### src/rtl/cdb_arbiter_pkg.sv
// Shared completion-side types: FU index order, completion packet, default sizing.
// Latency: none (types and constants only).
// Backpressure: none (types and constants only).
package cdb_arbiter_pkg;

  localparam int DEF_NUM_FU       = 8;
  localparam int DEF_CDB_WIDTH    = 3;
  localparam int DEF_STARVE_LIMIT = 4;

  // FU index order shared with the issue stage; slot i belongs to FU i.
  typedef enum logic [2:0] {
    FU_ALU0   = 3'd0,
    FU_ALU1   = 3'd1,
    FU_ALU2   = 3'd2,
    FU_LS0    = 3'd3,
    FU_LS1    = 3'd4,
    FU_MULT0  = 3'd5,
    FU_MULT1  = 3'd6,
    FU_BRANCH = 3'd7
  } fu_idx_e;

  typedef struct packed {
    logic        valid;
    logic [5:0]  dest_prf_tag;
    logic [4:0]  rob_idx;
    logic [31:0] result;
    logic        take_branch;
    logic [31:0] br_target;
  } fu_complete_packet_t;

endpackage

### src/rtl/cdb_arbiter_rr_multi_picker.sv
// Picks up to max_cnt requesters, scanning from start upward with wrap.
// Latency: purely combinational.
// Backpressure: none; callers limit picks through max_cnt.
module rr_multi_picker #(
  parameter int NUM_FU    = 8,
  parameter int CDB_WIDTH = 3,
  parameter int PTR_W     = 3,
  parameter int CNT_W     = 2
) (
  input  logic [NUM_FU-1:0]                req,
  input  logic [PTR_W-1:0]                 start,
  input  logic [CNT_W-1:0]                 max_cnt,
  output logic [NUM_FU-1:0]                grant,
  output logic [CDB_WIDTH-1:0]             pick_vld,
  output logic [CDB_WIDTH-1:0][PTR_W-1:0]  pick_idx,
  output logic [CNT_W-1:0]                 pick_cnt,
  output logic [PTR_W-1:0]                 last_idx
);

  logic [PTR_W-1:0] scan_idx;
  logic [CNT_W-1:0] scan_cnt;

  // Walk all slots once in rotating order; the n-th hit lands in pick lane n.
  always_comb begin
    grant    = '0;
    pick_vld = '0;
    pick_idx = '0;
    last_idx = start;
    scan_cnt = '0;
    scan_idx = '0;
    for (int off = 0; off < NUM_FU; off++) begin
      scan_idx = PTR_W'((int'(start) + off) % NUM_FU);
      if (req[scan_idx] && (scan_cnt < max_cnt) && (scan_cnt < CNT_W'(CDB_WIDTH))) begin
        grant[scan_idx]    = 1'b1;
        pick_vld[scan_cnt] = 1'b1;
        pick_idx[scan_cnt] = scan_idx;
        last_idx           = scan_idx;
        scan_cnt           = scan_cnt + CNT_W'(1);
      end
    end
    pick_cnt = scan_cnt;
  end

endmodule

### src/rtl/cdb_arbiter.sv
// Holds one finished result per FU and grants up to CDB_WIDTH of them per cycle onto a registered CDB.
// Latency: FU result to CDB lane is 2 edges minimum (capture, then grant).
// Backpressure: fu_ready[i] drops while slot i is held and not granted this cycle.
module cdb_arbiter
  import cdb_arbiter_pkg::*;
#(
  parameter int NUM_FU       = DEF_NUM_FU,
  parameter int CDB_WIDTH    = DEF_CDB_WIDTH,
  parameter int STARVE_LIMIT = DEF_STARVE_LIMIT,
  parameter int PTR_W        = $clog2(NUM_FU)
) (
  input  logic                                 clock,
  input  logic                                 reset,
  input  logic                                 squash,
  input  logic [NUM_FU-1:0]                    fu_valid_in,
  input  fu_complete_packet_t [NUM_FU-1:0]     fu_result_in,
  output logic [NUM_FU-1:0]                    fu_ready,
  output fu_complete_packet_t [CDB_WIDTH-1:0]  cdb_out,
  output logic [$clog2(NUM_FU):0]              slot_occupancy
);

  localparam int CNT_W = $clog2(CDB_WIDTH + 1);
  localparam int AGE_W = $clog2(STARVE_LIMIT + 1);
  localparam int OCC_W = $clog2(NUM_FU) + 1;

  logic [NUM_FU-1:0]                slot_valid;
  fu_complete_packet_t [NUM_FU-1:0] slot_pkt;
  logic [NUM_FU-1:0][AGE_W-1:0]     age;
  logic [PTR_W-1:0]                 rr_ptr;

  logic [NUM_FU-1:0]                slot_valid_nxt;
  fu_complete_packet_t [NUM_FU-1:0] slot_pkt_nxt;
  logic [NUM_FU-1:0][AGE_W-1:0]     age_nxt;

  logic [NUM_FU-1:0]                starved;
  logic [NUM_FU-1:0]                normal_req;
  logic [NUM_FU-1:0]                grant;

  logic [NUM_FU-1:0]                p1_grant, p2_grant;
  logic [CDB_WIDTH-1:0]             p1_vld, p2_vld;
  logic [CDB_WIDTH-1:0][PTR_W-1:0]  p1_idx, p2_idx;
  logic [CNT_W-1:0]                 p1_cnt, p2_cnt;
  logic [PTR_W-1:0]                 p1_last, p2_last;
  logic [CNT_W-1:0]                 p2_max;

  logic [CDB_WIDTH-1:0]             lane_vld;
  logic [CDB_WIDTH-1:0][PTR_W-1:0]  lane_idx;
  logic [CNT_W-1:0]                 lane_off;
  logic [PTR_W-1:0]                 last_granted;

  // Split occupied slots into aged-out (forced priority) and ordinary requesters.
  always_comb begin
    starved    = '0;
    normal_req = '0;
    for (int i = 0; i < NUM_FU; i++) begin
      starved[i]    = slot_valid[i] && (age[i] == AGE_W'(STARVE_LIMIT));
      normal_req[i] = slot_valid[i] && !starved[i];
    end
  end

  rr_multi_picker #(
    .NUM_FU   (NUM_FU),
    .CDB_WIDTH(CDB_WIDTH),
    .PTR_W    (PTR_W),
    .CNT_W    (CNT_W)
  ) u_starved_pick (
    .req      (starved),
    .start    (rr_ptr),
    .max_cnt  (CNT_W'(CDB_WIDTH)),
    .grant    (p1_grant),
    .pick_vld (p1_vld),
    .pick_idx (p1_idx),
    .pick_cnt (p1_cnt),
    .last_idx (p1_last)
  );

  assign p2_max = CNT_W'(CDB_WIDTH) - p1_cnt;

  rr_multi_picker #(
    .NUM_FU   (NUM_FU),
    .CDB_WIDTH(CDB_WIDTH),
    .PTR_W    (PTR_W),
    .CNT_W    (CNT_W)
  ) u_normal_pick (
    .req      (normal_req),
    .start    (rr_ptr),
    .max_cnt  (p2_max),
    .grant    (p2_grant),
    .pick_vld (p2_vld),
    .pick_idx (p2_idx),
    .pick_cnt (p2_cnt),
    .last_idx (p2_last)
  );

  assign grant        = p1_grant | p2_grant;
  assign fu_ready     = ~slot_valid | grant;
  assign last_granted = (p2_cnt != '0) ? p2_last : p1_last;

  // Starved picks take the low lanes; normal picks continue right after them.
  always_comb begin
    lane_vld = '0;
    lane_idx = '0;
    lane_off = '0;
    for (int k = 0; k < CDB_WIDTH; k++) begin
      if (CNT_W'(k) < p1_cnt) begin
        lane_vld[k] = p1_vld[k];
        lane_idx[k] = p1_idx[k];
      end else begin
        lane_off    = CNT_W'(k) - p1_cnt;
        lane_vld[k] = p2_vld[lane_off];
        lane_idx[k] = p2_idx[lane_off];
      end
    end
  end

  // Per-slot next state: capture, release on grant, saturating age, squash flush.
  always_comb begin
    slot_valid_nxt = slot_valid;
    slot_pkt_nxt   = slot_pkt;
    age_nxt        = '0;
    for (int i = 0; i < NUM_FU; i++) begin
      if (slot_valid[i] && !grant[i]) begin
        age_nxt[i] = (age[i] == AGE_W'(STARVE_LIMIT)) ? age[i] : age[i] + AGE_W'(1);
      end
      if (fu_valid_in[i] && fu_ready[i]) begin
        slot_valid_nxt[i] = 1'b1;
        slot_pkt_nxt[i]   = fu_result_in[i];
      end else if (grant[i]) begin
        slot_valid_nxt[i] = 1'b0;
      end
    end
    if (squash) begin
      slot_valid_nxt = '0;
      age_nxt        = '0;
    end
  end

  // Slot, age and rotation-pointer registers.
  always_ff @(posedge clock or negedge reset) begin
    if (!reset) begin
      slot_valid <= '0;
      slot_pkt   <= '0;
      age        <= '0;
      rr_ptr     <= '0;
    end else begin
      slot_valid <= slot_valid_nxt;
      slot_pkt   <= slot_pkt_nxt;
      age        <= age_nxt;
      if ((|grant) && !squash) begin
        rr_ptr <= PTR_W'((int'(last_granted) + 1) % NUM_FU);
      end
    end
  end

  // Registered CDB lanes; granted slots are driven one cycle after the grant.
  always_ff @(posedge clock or negedge reset) begin
    if (!reset) begin
      cdb_out <= '0;
    end else begin
      for (int k = 0; k < CDB_WIDTH; k++) begin
        if (squash || !lane_vld[k]) begin
          cdb_out[k] <= '0;
        end else begin
          cdb_out[k]       <= slot_pkt[lane_idx[k]];
          cdb_out[k].valid <= 1'b1;
        end
      end
    end
  end

  // Occupied-slot count from registered slot state.
  always_comb begin
    slot_occupancy = '0;
    for (int i = 0; i < NUM_FU; i++) begin
      slot_occupancy = slot_occupancy + OCC_W'(slot_valid[i]);
    end
  end

endmodule

### config.mk
export PLATFORM = sky130hd
export DESIGN_NAME = cdb_arbiter
export DESIGN_NICKNAME = d
export VERILOG_FILES = /design/src/rtl/cdb_arbiter_pkg.sv /design/src/rtl/cdb_arbiter_rr_multi_picker.sv /design/src/rtl/cdb_arbiter.sv
export SDC_FILE = /design/constraint.sdc
export NUM_CORES = 2
export LEC_CHECK = 0
export BUFFER_PORTS_ARGS = -buffer_cell sky130_fd_sc_hd__buf_4
export CELL_PAD_IN_SITES_DETAIL_PLACEMENT = 0
export CELL_PAD_IN_SITES_GLOBAL_PLACEMENT = 2
export CORE_UTILIZATION = 32
export CTS_BUF_LIST = sky130_fd_sc_hd__clkbuf_8 sky130_fd_sc_hd__clkbuf_16
export DETAILED_ROUTE_END_ITERATION = 10
export GPL_ROUTABILITY_DRIVEN = 0
export PLACE_DENSITY = 0.72
export SYNTH_ARGS = -nofsm -noshare
export SYNTH_HDL_FRONTEND = slang
export SYNTH_SLANG_ARGS = --single-unit
### constraint.sdc
create_clock -name clock -period 59.6 [get_ports clock]
set_input_delay 11.92 -clock clock [delete_from_list [all_inputs] [get_ports clock]]
set_output_delay 11.92 -clock clock [all_outputs]
set_load 0.02 [all_outputs]
* After elaboration in Yosys (flattened, before gate mapping) *
Cells that the tools add are included.

word-level totals
  flip-flop bits (word level) = 882
  bits in latches = 0
  bits in writable memories = 0
  ROM bits = 0
  input bits = 627
  output and inout bits = 243
  memories kept = 0

cells by class
  $add $sub $neg = 41
  multipliers = 0
  divide/modulo/power cells = 0
  magnitude comparators = 75
  equal/unequal tests = 16
  shifts and indexed selects = 0
  mux-type cells = 258
  bitwise operators = 31
  reduce and logical (&&, ||, !) cells = 117

operators with widths
  kind                                                                                  count
  77-bit binary-select mux with 3-bit select                                            3
  77-bit two-way mux                                                                    3
  76-bit two-way mux                                                                    3
  3-bit two-way mux                                                                     67
  8-bit two-way mux                                                                     17
  8-bit OR                                                                              16
  9-bit bitwise mux                                                                     14
  9-bit two-way mux                                                                     14
  3-bit demux with 2-bit select                                                         14
  1-bit logical AND                                                                     84
  1-bit two-way mux                                                                     64
  1-bit binary-select mux with 3-bit select                                             16
  2-bit by 3-bit less-than comparator with 1-bit output (second input constant)         15
  3-bit by 4-bit less-than comparator with 1-bit output (second input constant)         11
  3-bit OR                                                                              12
  3-bit by 1-bit adder with 3-bit output (second input constant)                        10
  1-bit demux with 2-bit select                                                         14
  2-bit two-way mux                                                                     14
  2-bit by 1-bit adder with 2-bit output (second input constant)                        12
  1-bit demux with 3-bit select                                                         8
  3-bit equality test (second input constant)                                           8
  2-bit by 1-bit greater-or-equal comparator with 1-bit output (second input constant)  12
  3-bit by 1-bit greater-or-equal comparator with 1-bit output (second input constant)  8
  2-bit less-than comparator (second input constant)                                    12
  27 further kinds                                                                      87

* Longest topological paths before layout *
  depth in word-level cells = 73
  mapped depth = 99

* Hierarchy *
Synthesis repeated with hierarchy kept, for this count alone.

unflattened totals
  cells, all modules = 4296
  area total of the unflattened synthesis = 51719.6 um2

by module, submodules not included
  module                             times used  cells an instance  area an instance (um2)
  cdb_arbiter                        1           3586               46251.9
  rr_multi_picker at u_starved_pick  1           349                2742.6
  rr_multi_picker at u_normal_pick   1           361                2725.1

* Worst setup path after synthesis *
No wires, ideal clock.

  path kind = flip-flop to output port
  start = reg rr_ptr[0]
  end = out fu_ready[4]
  arrival time = 19.392 ns
  data required time = 47.680 ns
  slack = 28.288 ns
  cell stages (with the launch flop) = 92
  path buffers = 14
  cells stage by stage = dfrtp_1 > inv_1 > buf_1 > clkbuf_1 > clkbuf_1 > ha_1 > buf_2 > clkbuf_1 > nor2_1 > a211oi_1 > nor2_1 > nor2_1 > inv_1 > ha_1 > inv_1 > nand2_1 > inv_1 > o22ai_1 > [... 56 more ...] > nor3_2 > or2_1 > buf_2 > inv_1 > ha_1 > or3_1 > clkbuf_1 > nor2_1 > a31oi_1 > mux2_2 > inv_1 > ha_1 > nor3_1 > a21boi_1 > buf_2 > nor3_1 > o31ai_1 > or2_2

on the way
  word-level cells in the longest chain between the ends = 65
  elaborated cells on any way between the ends = 191
  those cells by class = add/sub: 21; order compare: 38; mux: 79; bitwise: 16; reduce/logical: 37

ends and longest elaborated chain
  element                                                RTL line                           text
  from (decl)                                            cdb_arbiter.sv:29                  logic [PTR_W-1:0] rr_ptr;
  from (signal assigned)                                 cdb_arbiter.sv:150                 rr_ptr <= PTR_W'((int'(last_granted) + 1) % NUM_FU);
  1-bit binary-select mux with 3-bit select              cdb_arbiter_rr_multi_picker.sv:33  if (req[scan_idx] && (scan_cnt < max_cnt) && (scan_cnt < CNT_W'(CDB_WIDTH))) begin
  1-bit two-way mux (implied by the code)                cdb_arbiter_rr_multi_picker.sv:33
  1-bit two-way mux                                      cdb_arbiter_rr_multi_picker.sv:33
  1-bit by 2-bit less-than comparator with 1-bit output  cdb_arbiter_rr_multi_picker.sv:33
  1-bit logical AND (2 in a row)                         cdb_arbiter_rr_multi_picker.sv:33
  2-bit two-way mux                                      cdb_arbiter_rr_multi_picker.sv:33
  2-bit less-than comparator                             cdb_arbiter_rr_multi_picker.sv:33
  1-bit logical AND (2 in a row)                         cdb_arbiter_rr_multi_picker.sv:33
  [... 45 more ...]                                      -
  2-bit less-than comparator                             cdb_arbiter_rr_multi_picker.sv:33
  1-bit logical AND (2 in a row)                         cdb_arbiter_rr_multi_picker.sv:33
  2-bit two-way mux                                      cdb_arbiter_rr_multi_picker.sv:33
  2-bit less-than comparator                             cdb_arbiter_rr_multi_picker.sv:33
  1-bit logical AND (2 in a row)                         cdb_arbiter_rr_multi_picker.sv:33
  8-bit two-way mux                                      cdb_arbiter_rr_multi_picker.sv:33
  8-bit OR (*)                                           cdb_arbiter.sv:95                  assign grant = p1_grant | p2_grant;
  8-bit OR (*)                                           cdb_arbiter.sv:96                  assign fu_ready = ~slot_valid | grant;
  to (decl)                                              cdb_arbiter.sv:17                  output logic [NUM_FU-1:0] fu_ready,

Mark *: on every way between the ends. The rest lies on a longest branch, timed or not. The select of a mux whose other input is x is not followed.

* Worst setup path in the final report *
  start = reg rr_ptr[1]
  end = out fu_ready[4]

The elaborated chain is that of the path after synthesis.

==> flow_summary.ini <==
[outcome]
status = finished clean

[clock_tree]
root_buffer = clkbuf_16
hold_buffers = 0
tritoncts = yes
insertion_delay_ps = 760
cts_sinks = 874
clock_path_buffers = 3
cts_max_level = 3
cts_setup_buffers = 0
numCtsBuffers = 104
cts_repair_resize_count = 0
clk_pin_slew_worst_paths_ps = 70

[grt]
grt_first_pass_wirelength_um = 320000
grt-ovfl-total = 0
grtUsageTotal = 0.272
grt_max_degree = 120
grt_pass1_vias = 42200
antenna_found_initial = 82

[critical_path]
crit_fanout = 24
worst_r2r_path_depth = 88
startpoint = rr_ptr[1]$_DFFE_PN0P_
crit_arrival_ps = 25090
crit_path_end_kind = output port
rrSetupSlack_ps = 31960
worstPathRequired_ps = 47680
cp_slowest_cell = o31ai_1
cp_slowest_stage_delay_ps = 880
crit_type = reg -> out
path_delay_family = simple AND/OR/NAND/NOR gates
cpMostUsedCell = ha_1
r2r_end = cdb_out[189]$_DFF_PN0_
cp.depth = 84
cp_num_buf_inv = 18
cp-start-kind = flip-flop
rr_startpoint = rr_ptr[1]$_DFFE_PN0P_
crit_end = fu_ready[4]

[run]
drv_cap = 0

[yosys]
synth.area.mux_share = 0.355
synth_area_leader_cell = dfrtp_1
synth_edf_count = 0
synthCells = 4449
ys_ff_latch = 874
synth-simple-area-share = 0.0535
synth_area_leaders = dfrtp_1 (42%), mux2i_1 (18%), mux2_2 (15%), nand2_1 (2.4%), ha_1 (1.8%)
ys_warn_count = 0
synthXorXnorAreaFrac = 0.00470
async_flop_share = 1.00
synth_area_per_cell_um2 = 11.7
synth.distinct_cells = 104
synth_most_common_cell = mux2i_1
synth_fp_nets = 5154
syn_area_um2 = 51900
yosys-top-cells-count = mux2i_1 (939), dfrtp_1 (874), mux2_2 (702)
synth_compound_area_frac = 0.108
synth_ff_type = dfrtp_1
synthAdderAreaFrac = 0.0194
synth_top_family_by_area = multiplexers
synth_top_area_share = 0.422
synth_seq_area_share = 0.422

[min_path]
worstHoldPathType = reg -> reg
worstHoldStart = age[13]$_DFFE_PN0P_

[detailed_routing]
drt_iter0_markers = 3436
drc = 0
wl_um = 229000
first_pass_iters = 6
ant_nets = 0
via_count = 42000
post_drt_wl_per_cell_um = 30.7
viasPerCell = 5.64

[die]
rows = 147
die_y_um = 405
core_area_um2 = 161000
initial_core_util = 0.323
dieArea_um2 = 164000
fp.dieW_um = 405
pin_count = 870

[sta]
hold_viol_final = 0
tightest_slew_ps = 1380
rsz0062_at_grt = no
post-route-period-util = 0.621
maxSlewViolCount = 0
whs_ps = 507
max_slew_margin = 0.0815
timing.fmax_ghz = 0.0270
finClkSkew_ps = 37.8
setup_tns_ps = 0
fin_crit_ps = 37010
setup_viol = 0

[layout]
register_area_um2 = 21900
multi_input_area_um2 = 28300
synthToLayoutAreaGrowth_pct = 23.8
design_area_um2 = 64200
nFillCells = 15800
drive_above_1_share = 0.362
nets = 5868
final_util = 0.400

[placed_design]
dpl_cell_area_um2 = 60400
io_buffers = 861
dpl.hpwl_um = 152000
metrics by stage:
step	setup slack [ps]	instances
final	22590	7456
after global routing	20680	7451
after CTS	22950	7407
after detailed placement	23840	7217
after global placement	23850	7217
after floorplan	28290	4449
worst min-delay path by stage:
| stage | endpoint | slack, ps | cells past startpoint |
|---|---|---|---|
| detailed placement | age[13]$_DFFE_PN0P_ | 500 | 2 |
| global placement | age[13]$_DFFE_PN0P_ | 490 | 2 |
| CTS | age[13]$_DFFE_PN0P_ | 520 | 2 |
| finish | age[13]$_DFFE_PN0P_ | 510 | 2 |
| global route | age[13]$_DFFE_PN0P_ | 550 | 2 |
| floorplan | age[13]$_DFFE_PN0P_ | 470 | 2 |
metal layers:
| layer | track usage | vias to the layer above | wire [um] |
|---|---|---|---|
| met5 | 0 | - | 380 |
| met4 | 0.119 | 56 | 9360 |
| met3 | 0.0546 | 410 | 14600 |
| met2 | 0.423 | 1591 | 105000 |
| met1 | 0.364 | 21700 | 99400 |
| li1 | - | 18300 | - |
layout by cell type (no fill, tap or decap), drive strengths merged, types with 45 or more instances in the layout:
master    n
nand3    45
buf     951
a222oi   78
nor3     50
inv     108
diode    49
nor2     87
mux2i   941
mux2    779
a21oi    88
nand2   337
o221ai   81
o22a     84
ha       74
clkbuf  122
a32o     75
dfrtp   874
o21ai    69
final cells by class:
type,count,area share
Multi-Input combinational cell,3147,0.440
Timing Repair Buffer,951,0.113
Sequential cell,874,0.341
Clock inverter,68,0.0134
Inverter,85,0.00501
Antenna cell,49,0.00191
Tap cell,2160,0.0421
Clock buffer,122,0.0444
sequential cells by signal (all words and copies together) (netlist names):
signal      count
slot_pkt      608
age            24
slot_valid      8
cdb_out       231
rr_ptr          3
worst reg2reg max path: cells and delay by family (launching register included):
family / cells / cell delay, ps
AND/OR/NAND/NOR: 29 / 8450
AO/OA/AOI/OAI: 24 / 8260
adder cells (fa/ha/maj): 14 / 4650
buffers and inverters: 18 / 4270
flip-flops: 1 / 700
multiplexers: 2 / 700
XOR/XNOR: 1 / 320
cells by family (layout without fill, tap and decap cells):
logic type / count (synthesis) / in the layout
adder cells (fa/ha/maj): 78 / 78
multiplexers: 1730 / 1730
XOR/XNOR: 24 / 24
other: 0 / 49
AO/OA/AOI/OAI: 692 / 692
buffers and inverters: 428 / 1226
flip-flops: 874 / 874
AND/OR/NAND/NOR: 623 / 623
Power is not shown: default switching activity piles up to over one toggle a cycle in this logic, so the estimate is an artifact.
